`src/rtl/stage_writeback.sv`:
```
// stage_writeback: final pipeline stage, directly downstream of stage_execute.
//
// Execute results that write a real register (wb_en=1 and rd!=0) are buffered
// in a DEPTH-entry in-order retirement queue. The queue drains into the
// register-file write port. Every occupied entry is exposed on the wb_* bypass
// bus for stage_issue, with slot 0 always the youngest entry.
//
// Optional feature macro: STAGE_WRITEBACK_RETIRE_COUNTER_EN
//   defined   -> retire_count_o counts retired instructions (filtered pushes
//                plus rf write handshakes), wrapping mod 2^32
//   undefined -> retire_count_o is tied to 0
//
// Ports:
//   clk_i, rst_ni            clock (rising edge), async active-low reset
//   execute_result_i/rd_i    result and destination register from execute
//   execute_wb_en_i          instruction writes a register
//   execute_valid_i/ready_o  upstream valid/ready handshake
//   rf_addr_o/rf_data_o      register-file write index and data (queue head)
//   rf_valid_o/rf_ready_i    register-file write handshake
//   wb_addr_o/wb_data_o      bypass rd/data, slot i at [5i+4:5i]/[32i+31:32i]
//   wb_valid_o               slot i occupied
//   wb_ready_o               slot i is the youngest occupied entry for its rd
//   retire_count_o           retired instruction count (optional)

module stage_writeback #(
  parameter int DEPTH = 4
) (
  input  logic                  clk_i,
  input  logic                  rst_ni,
  input  logic [31:0]           execute_result_i,
  input  logic [4:0]            execute_rd_i,
  input  logic                  execute_wb_en_i,
  input  logic                  execute_valid_i,
  output logic                  execute_ready_o,
  output logic [4:0]            rf_addr_o,
  output logic [31:0]           rf_data_o,
  output logic                  rf_valid_o,
  input  logic                  rf_ready_i,
  output logic [DEPTH*5-1:0]    wb_addr_o,
  output logic [DEPTH*32-1:0]   wb_data_o,
  output logic [DEPTH-1:0]      wb_valid_o,
  output logic [DEPTH-1:0]      wb_ready_o,
  output logic [31:0]           retire_count_o
);

  localparam int PW = $clog2(DEPTH);
  localparam int CW = PW + 1;

  logic [4:0]    mem_rd   [DEPTH];
  logic [31:0]   mem_data [DEPTH];
  logic [PW-1:0] head;
  logic [PW-1:0] tail;
  logic [CW-1:0] count;

  logic transfer;
  logic push;
  logic filtered;
  logic pop;

  logic [4:0]    slot_rd    [DEPTH];
  logic [DEPTH-1:0] slot_valid;

  // Handshake decode. A full queue still accepts when the head retires in the
  // same cycle, since the freed entry is reused by the incoming push.
  assign pop             = rf_valid_o & rf_ready_i;
  assign execute_ready_o = (count < CW'(DEPTH)) | pop;
  assign transfer        = execute_valid_i & execute_ready_o;
  assign push            = transfer & execute_wb_en_i & (execute_rd_i != 5'd0);
  assign filtered        = transfer & ~(execute_wb_en_i & (execute_rd_i != 5'd0));

  // The rf port always presents the head; it is only ever registered state,
  // so it cannot change while a write is stalled.
  assign rf_valid_o = (count != '0);
  assign rf_addr_o  = mem_rd[head];
  assign rf_data_o  = mem_data[head];

  // Queue storage and pointers.
  always_ff @(posedge clk_i or negedge rst_ni) begin
    if (!rst_ni) begin
      head  <= '0;
      tail  <= '0;
      count <= '0;
      for (int i = 0; i < DEPTH; i++) begin
        mem_rd[i]   <= '0;
        mem_data[i] <= '0;
      end
    end else begin
      if (push) begin
        mem_rd[tail]   <= execute_rd_i;
        mem_data[tail] <= execute_result_i;
        tail           <= tail + PW'(1);
      end
      if (pop) begin
        head <= head + PW'(1);
      end
      case ({push, pop})
        2'b10:   count <= count + CW'(1);
        2'b01:   count <= count - CW'(1);
        default: count <= count;
      endcase
    end
  end

  // Bypass bus: slot i maps to the i-th youngest entry (tail-1-i). Slots past
  // the occupancy are forced to zero so consumers never see stale data.
  always_comb begin
    wb_addr_o  = '0;
    wb_data_o  = '0;
    wb_valid_o = '0;
    slot_valid = '0;
    for (int i = 0; i < DEPTH; i++) begin
      logic [PW-1:0] idx;
      idx           = tail - PW'(i) - PW'(1);
      slot_valid[i] = (CW'(i) < count);
      slot_rd[i]    = slot_valid[i] ? mem_rd[idx] : 5'd0;
      wb_valid_o[i] = slot_valid[i];
      if (slot_valid[i]) begin
        wb_addr_o[5*i +: 5]   = mem_rd[idx];
        wb_data_o[32*i +: 32] = mem_data[idx];
      end
    end
  end

  // A slot is ready only if no younger slot targets the same register, so
  // issue picks up exactly the newest value for each rd.
  always_comb begin
    wb_ready_o = '0;
    for (int i = 0; i < DEPTH; i++) begin
      logic shadowed;
      shadowed = 1'b0;
      for (int j = 0; j < DEPTH; j++) begin
        if (j < i && slot_valid[j] && slot_rd[j] == slot_rd[i]) begin
          shadowed = 1'b1;
        end
      end
      wb_ready_o[i] = slot_valid[i] & ~shadowed;
    end
  end

`ifdef STAGE_WRITEBACK_RETIRE_COUNTER_EN
  logic [31:0] retire_count_q;

  // Filtered transfers retire immediately; queued ones retire on the rf write.
  always_ff @(posedge clk_i or negedge rst_ni) begin
    if (!rst_ni) begin
      retire_count_q <= '0;
    end else begin
      retire_count_q <= retire_count_q + 32'(filtered) + 32'(pop);
    end
  end

  assign retire_count_o = retire_count_q;
`else
  logic unused_filtered;
  assign unused_filtered = filtered;
  assign retire_count_o  = '0;
`endif

endmodule

```
`config.mk`:
```
export PLATFORM = sky130hd
export DESIGN_NAME = stage_writeback
export DESIGN_NICKNAME = d
export VERILOG_FILES = /design/src/rtl/stage_writeback.sv
export SDC_FILE = /design/constraint.sdc
export NUM_CORES = 1
export LEC_CHECK = 0
export ABC_AREA = 1
export BUFFER_PORTS_ARGS = -buffer_cell sky130_fd_sc_hd__buf_4
export CORE_UTILIZATION = 40
export CTS_BUF_LIST = sky130_fd_sc_hd__clkbuf_8
export DETAILED_ROUTE_END_ITERATION = 10
export PLACE_DENSITY_LB_ADDON = 0.3
export SYNTH_ARGS = -nofsm -noshare
export SYNTH_HDL_FRONTEND = slang
export SYNTH_SLANG_ARGS = --single-unit
```
`constraint.sdc`:
```
create_clock -name clk_i -period 2.8 [get_ports clk_i]
set_input_delay 0.14 -clock clk_i [delete_from_list [all_inputs] [get_ports clk_i]]
set_output_delay 0.14 -clock clk_i [all_outputs]
set_load 0.02 [all_outputs]
```
==> Implementation_results.wiki, run 1 <==
{| class="wikitable"
! Metric !! Value
|-
| Synthesized area || 11600 sq um
|-
| Worst clock skew || approximately 0.025 ns
|-
| Type of the worst min-delay path || input pin to register
|-
| Arrival time reported for the critical path endpoint || roughly 2.5 ns
|-
| Number of flops mapped to enable cells by yosys || 0
|-
| I/O pin total || between 200 and 300
|-
| Iter 0 DRT Violations || about 1100
|-
| Site Rows || 62
|-
| Setup repair after global routing missed its margin || no
|-
| Max cap viols || 0
|-
| Detailed placer's ending HPWL || ~27 mm
|-
| Seq. cell area || 3890 sq um
|-
| Critical path buffer and inverter count || 5
|-
| Delay of the slowest critical-path stage || just under 0.5 ns
|-
| DRC Markers || 0
|-
| Wire length of the first global-routing pass || 65.7 mm
|-
| CP delay by family, top || buffers and inverters
|-
| Synth warnings || 0
|-
| Post-Syn Area per Cell || around 6.3 sq um
|-
| Cells after synthesis || 1847
|-
| Async SR Flop Fraction || 1.00
|-
| Initial Utilization || 0.406
|-
| Remaining max-slew budget at the tightest pin || 0.516
|-
| Cell chain of the critical path || inv_8, ha_4, buf_12, nand2_4, nand2_4, buf_4, buf_12, o21ai_0, nor2_1, buf_4
|-
| Final critical-path share of the clock period || 0.950
|-
| CTS sink cnt || approximately 160
|-
| Number of buffer cells added on primary ports || around 240
|-
| Worst-margin pin slew || 0.725 ns
|-
| Die area || 29800 sq um
|-
| Cell type contributing the most total cell area after synthesis || dfrtp_1
|-
| Critical Path Start Type || register
|-
| Combined global-route utilization of all metal layers || 0.273
|-
| Sum Neg Setup Slack || 0 ns
|-
| Clock Root Buffer || clkbuf_8
|-
| Area inside the core boundary || 28700 sq um
|-
| Max clock buf depth || 2
|-
| Vias || between 10000 and 15000
|-
| Total count of max-transition violations in the final report || 0
|-
| Worst setup slack after layout || 0.141 ns
|-
| Synth Register Bits || ~160
|-
| Drt via density || 5.42
|-
| Clock latency on the worst-skew pair || approximately 0.47 ns
|-
| Beginning of the worst hold path || execute_result_i[2]
|-
| Overall routed net length || roughly 42 mm
|-
| Drt first pass iters || 6
|-
| Post-DR wirelength/cell || around 17 um
|-
| FILL cells || 2894
|-
| Total of endpoints with negative setup slack in the final report || 0
|-
| Area taken by multi-input logic gates || 6480 sq um
|-
| Post-Route Hold Slack || ~0.026 ns
|-
| Initial antenna violation count || 0
|-
| Max Clk Rate || around 380 MHz
|-
| Number of endpoints with negative hold slack in the final report || 0
|-
| Y dimension of the die || ~170 um
|-
| Clock slew seen by the registers of the worst setup and hold paths || approximately 0.090 ns
|-
| Largest net degree at the start of global routing || 156
|-
| Layout net count || approximately 2100
|-
| CTS H-tree depth || 4
|-
| Width of the die || ~170 um
|-
| Number of clock buffers inserted by TritonCTS || 17
|-
| Synth top area share || 0.333
|-
| Outcome || complete, no violations
|-
| RD Place Congestion || ~0.90
|-
| Worst-case setup slack after placement || 0.275 ns
|-
| Diode insertion count for antenna repair || 0
|-
| CP max-delay cell || dfrtp_4
|-
| Maximum net fanout on the critical path || between 40 and 50
|-
| Proportion of layout cells with a drive suffix above 1 || 0.185
|-
| Via count of the first global-routing pass || around 12000
|-
| Final global-route overflow total || 0
|-
| Worst reg2reg path startpoint || count[0]
|-
| Part of the Yosys area used for sequential elements || 0.333
|-
| CP endpoint kind || output port
|-
| Required time of the worst setup path || 2.66 ns
|-
| Area added between synthesis and finish || 24.8%
|-
| Post-layout util || 0.507
|-
| Remaining antenna violation count after routing || 0
|-
| Final min period || between 2 and 3 ns
|-
| Unique masters post-synth || 38
|-
| Leading post-synthesis cells by cell area || dfrtp_1 33%, o21ai_0 21%, nand2_1 13%, nor2_1 9.0%, inv_1 4.6%
|-
| Primary FF master, synth || dfrtp_1
|-
| CTS tree || built
|-
| Launch point of the critical path || tail[0]
|-
| Crit Path Category || register to output port
|}
## kinds of logic (layout without fill, tap and decap cells)
family / after synthesis / after routing / synth area share
simple gates: 766 / 767 / 0.266
compound gates: 582 / 583 / 0.255
buf+inv: 323 / 501 / 0.128
flops: 155 / 155 / 0.333
xor+xnor: 11 / 11 / 0.00827
fa+ha+maj: 9 / 9 / 0.00967
other cells: 1 / 32 / 0.000322
## layout by cell type (no fill, tap or decap), types with 8 or more instances in the layout
cell type	count
nand3_2	10
o21ai_0	495
o22ai_1	15
inv_1	142
nand3_1	40
dfrtp_1	150
o21ai_1	11
dlygate4sd3_1	31
nand2_2	10
nand2_1	407
inv_2	10
a21oi_1	53
buf_12	9
ha_1	8
clkbuf_8	17
nor2_1	276
inv_8	8
nor2_2	9
conb_1	32
buf_4	268
## layer usage
| layer | share of wire | global-route usage | vias to the layer above |
|---|---|---|---|
| met4 | 0.035 | 0.120 | 0 |
| li1 | - | - | 6306 |
| met3 | 0.075 | 0.0389 | 108 |
| met1 | 0.43 | 0.364 | 6169 |
| met5 | 0 | 0 | - |
| met2 | 0.46 | 0.442 | 643 |
## cell usage after synthesis, types with 2 or more instances
cell,n
a21oi_1,53
buf_1,2
buf_2,39
buf_4,46
buf_6,7
clkbuf_1,74
dfrtp_1,155
ha_1,9
inv_1,144
inv_2,8
nand2_1,414
nand2_2,7
nand3_1,41
nand3_2,9
nand3_4,2
nor2_1,278
nor2_2,8
nor2_4,3
o21ai_0,495
o21ai_1,11
o21ai_2,2
o22ai_1,15
xnor2_1,5
xor2_1,6
## what timing repair did
action,4_1_cts,5_1_grt
cloned,4,2
endpoints found under the setup margin,25,13
hold buffers,31,0
pin swaps,2,6
gates resized for setup,8,16
hold endpoints to repair,152,0
setup buffers,6,7
## metrics by stage
stage,instance area [sq um],instances
finish,14500,2442
global route,14500,2442
CTS,14400,2433
detailed placement,13500,2360
global placement,13500,2360
floorplan,11800,1878
## state kept, by name (all words and copies together) (netlist names)
signal,flops
mem_rd,20
count,3
mem_data,128
tail,2
head,2
## worst paths after layout
path | end | slack [ns] | depth (start not counted)
max | wb_data_o[33] | 0.14 | 10
min reg2reg | mem_data[34] | 0.50 | 2
min in group asynchronous | mem_data[98] | 0.22 | 2
min | mem_data[34] | 0.03 | 3
max in group asynchronous | mem_data[101] | 1.73 | 3
max reg2reg | count[2] | 0.68 | 9
## worst min-delay path, stage by stage
cell	delay, ns
buf_4	0.09
inv_1	0.07
o21ai_0	0.15
## layout make-up
cell class | count | share of cell area
timing repair buffer | 315 | 0.185
clock buffer | 17 | 0.0161
tap | 384 | 0.0330
multi-input combinational | 1402 | 0.446
inverter | 154 | 0.0411
clock inverter | 15 | 0.0117
sequential | 155 | 0.267
Power of run 1 is not shown: default switching activity piles up to over one toggle a cycle in this logic, so the estimate is an artifact.
==> inputs of run 2 (changes only) <==
Settings changed: PLACE_DENSITY_LB_ADDON 0.3 to default.
==> Implementation_results.wiki, run 2 (synthesis gave the netlist of run 1 again) <==
{| class="wikitable"
! Metric !! Value
|-
| RD Place Congestion || 0.887 (-1.3%)
|-
| Final min period || 2.68 ns (+0.0214 ns)
|-
| Commonest non-fill, non-tap cells in the layout || 494 x o21ai_0, 407 x nand2_1, 284 x buf_4
|-
| DRC Markers || 0 (unchanged)
|-
| Launch point of the critical path || tail[0]
|-
| Number of clock buffers inserted by TritonCTS || 17 (unchanged)
|-
| Area inside the core boundary || 28700 sq um (unchanged)
|-
| Via count of the first global-routing pass || 11905 (-3.2%)
|-
| Proportion of layout cells with a drive suffix above 1 || 0.189 (+0.00382)
|-
| Wire length of the first global-routing pass || 64.9 mm (-1.2%)
|-
| CP endpoint kind || output port
|-
| Remaining antenna violation count after routing || 0 (unchanged)
|-
| I/O pin total || 269 (unchanged)
|-
| Width of the die || 173 um (unchanged)
|-
| FF-to-FF setup slack || 0.57 ns (-0.11 ns)
|-
| CTS tree || built
|-
| Final global-route overflow total || 0 (unchanged)
|-
| Max Clk Rate || 373 MHz (-0.80%)
|-
| Worst-case setup slack after placement || 0.176 ns (-0.0987 ns)
|-
| Most common cell after layout, fill and taps aside || o21ai_0
|-
| Hold Crit Depth || 3 (unchanged)
|-
| Clock latency on the worst-skew pair || 0.46 ns (about the same)
|-
| Drt first pass iters || 6 (unchanged)
|-
| Post-Route Hold Slack || 0.0232 ns (-0.00284 ns)
|-
| Sum Neg Setup Slack || 0 ns (unchanged)
|-
| Area added between synthesis and finish || 24.1%
|-
| Arrival time reported for the critical path endpoint || 2.54 ns (+0.02 ns)
|-
| Worst reg2reg path startpoint || tail[0]
|-
| Layout net count || 2103 (+0.33%)
|-
| Largest register FFs || 128 (unchanged)
|-
| Clock slew seen by the registers of the worst setup and hold paths || 0.10 ns (about the same)
|-
| Post-DR wirelength/cell || 16.8 um (-1.9%)
|-
| Y dimension of the die || 173 um (unchanged)
|-
| Worst clock skew || 0.0230 ns (-0.00198 ns)
|-
| Worst setup slack after layout || 0.119 ns (-0.0214 ns)
|-
| Overall routed net length || 41.2 mm (-1.6%)
|-
| Post-layout util || 0.504 (-0.00266)
|-
| Clock Root Buffer || clkbuf_8
|-
| Initial antenna violation count || 2 (+2)
|-
| Initial Utilization || 0.406 (unchanged)
|-
| Die area || 29800 sq um (unchanged)
|-
| Number of buffer cells added on primary ports || 236 (unchanged)
|-
| Iter 0 DRT Violations || 1035 (-6.8%)
|-
| Biggest regs || mem_data x128, mem_rd x20, count x3
|-
| Type of the worst min-delay path || input pin to register
|-
| CTS sink cnt || 155 (unchanged)
|-
| Drt via density || 5.24 (-3.3%)
|-
| Total of endpoints with negative setup slack in the final report || 0 (unchanged)
|-
| Largest Register || mem_data
|-
| Combined global-route utilization of all metal layers || 0.271 (-0.00231)
|-
| Detailed placer's ending HPWL || 27.6 mm (+2.4%)
|-
| Maximum net fanout on the critical path || 22 (-49%)
|-
| Beginning of the worst hold path || execute_result_i[27]
|-
| Worst-margin pin slew || 0.707 ns (-0.0183 ns)
|-
| Setup repair after global routing missed its margin || yes
|-
| Site Rows || 62 (unchanged)
|-
| Required time of the worst setup path || 2.66 ns (about the same)
|-
| FILL cells || 3019 (+4.3%)
|-
| Max cap viols || 0 (unchanged)
|-
| Total count of max-transition violations in the final report || 0 (unchanged)
|-
| Number of cells on the worst reg-to-reg path || 6 (-3)
|-
| Max clock buf depth || 2 (unchanged)
|-
| Vias || 12823 (-3.0%)
|-
| Outcome || complete, no violations
|-
| Number of endpoints with negative hold slack in the final report || 0 (unchanged)
|-
| Final critical-path share of the clock period || 0.957 (+0.00764)
|-
| CTS H-tree depth || 4 (unchanged)
|-
| Crit Path Category || register to output port
|-
| Remaining max-slew budget at the tightest pin || 0.529 (+0.0122)
|-
| Critical Path Start Type || register
|-
| Largest net degree at the start of global routing || 156 (unchanged)
|}
## run 2: cell count changes in the layout (fill, tap and decap cells not counted), sizes merged, moves of 2 or more
cell,previous run,this run
bufbuf,2,0
buf,280,294
inv,161,165
bufinv,0,2
clkinv,7,2
dlygate4sd3,31,27
## run 2: repair_timing
action | CTS | global route
hold buffers | 27 | 0
cloned | 2 | 1
setup buffers | 10 | 10
endpoints found under the hold margin | 141 | 0
setup endpoints to repair | 99 | 57
pin swaps | 3 | 4
gates resized for setup | 9 | 15
## run 2: worst max-delay path, cell delays in order, from the launching register on
cell      delay (ns)
dfrtp_4         0.51
clkinv_8        0.09
ha_4            0.31
buf_8           0.12
nand2_4         0.07
nand2_4         0.11
buf_4           0.28
o21ai_0         0.13
a21oi_1         0.26
buf_4           0.20
## run 2: final cells by class
type | instances | area [sq um] | share of cell area
clock inverter | 14 | 170 | 0.0118
antenna | 1 | 2.50 | 0.000173
timing repair buffer | 322 | 2610 | 0.180
sequential | 155 | 3890 | 0.269
multi-input combinational | 1401 | 6480 | 0.448
timing repair inverter | 1 | 6.26 | 0.000433
inverter | 154 | 596 | 0.0412
clock buffer | 17 | 234 | 0.0162
tap | 384 | 480 | 0.0332
## run 2: final timing paths
path	endpoint
worst max-delay path	wb_data_o[63]
worst min-delay path	mem_data[123]
worst max register to register	mem_data[67]
worst min register to register	mem_data[42]
max in group asynchronous	count[1]
min in group asynchronous	mem_data[107]
## run 2: routing by layer
layer | vias to the layer above | routed length, um | global-route usage | share of wire
li1 | 6303 | - | - | -
met1 | 5963 | 18400 | 0.373 | 0.45
met2 | 514 | 19500 | 0.446 | 0.47
met3 | 43 | 2560 | 0.0369 | 0.062
met4 | 0 | 740 | 0.0737 | 0.018
met5 | - | 0 | 0 | 0
## run 2: stage by stage
stage                     cell area [sq um]  instances
final                                 14500       2449
after detailed placement              13500       2367
after global routing                  14500       2449
after global placement                13500       2367
after floorplan                       11800       1878
after CTS                             14300       2437
Power of run 2 is left out for the same reason.
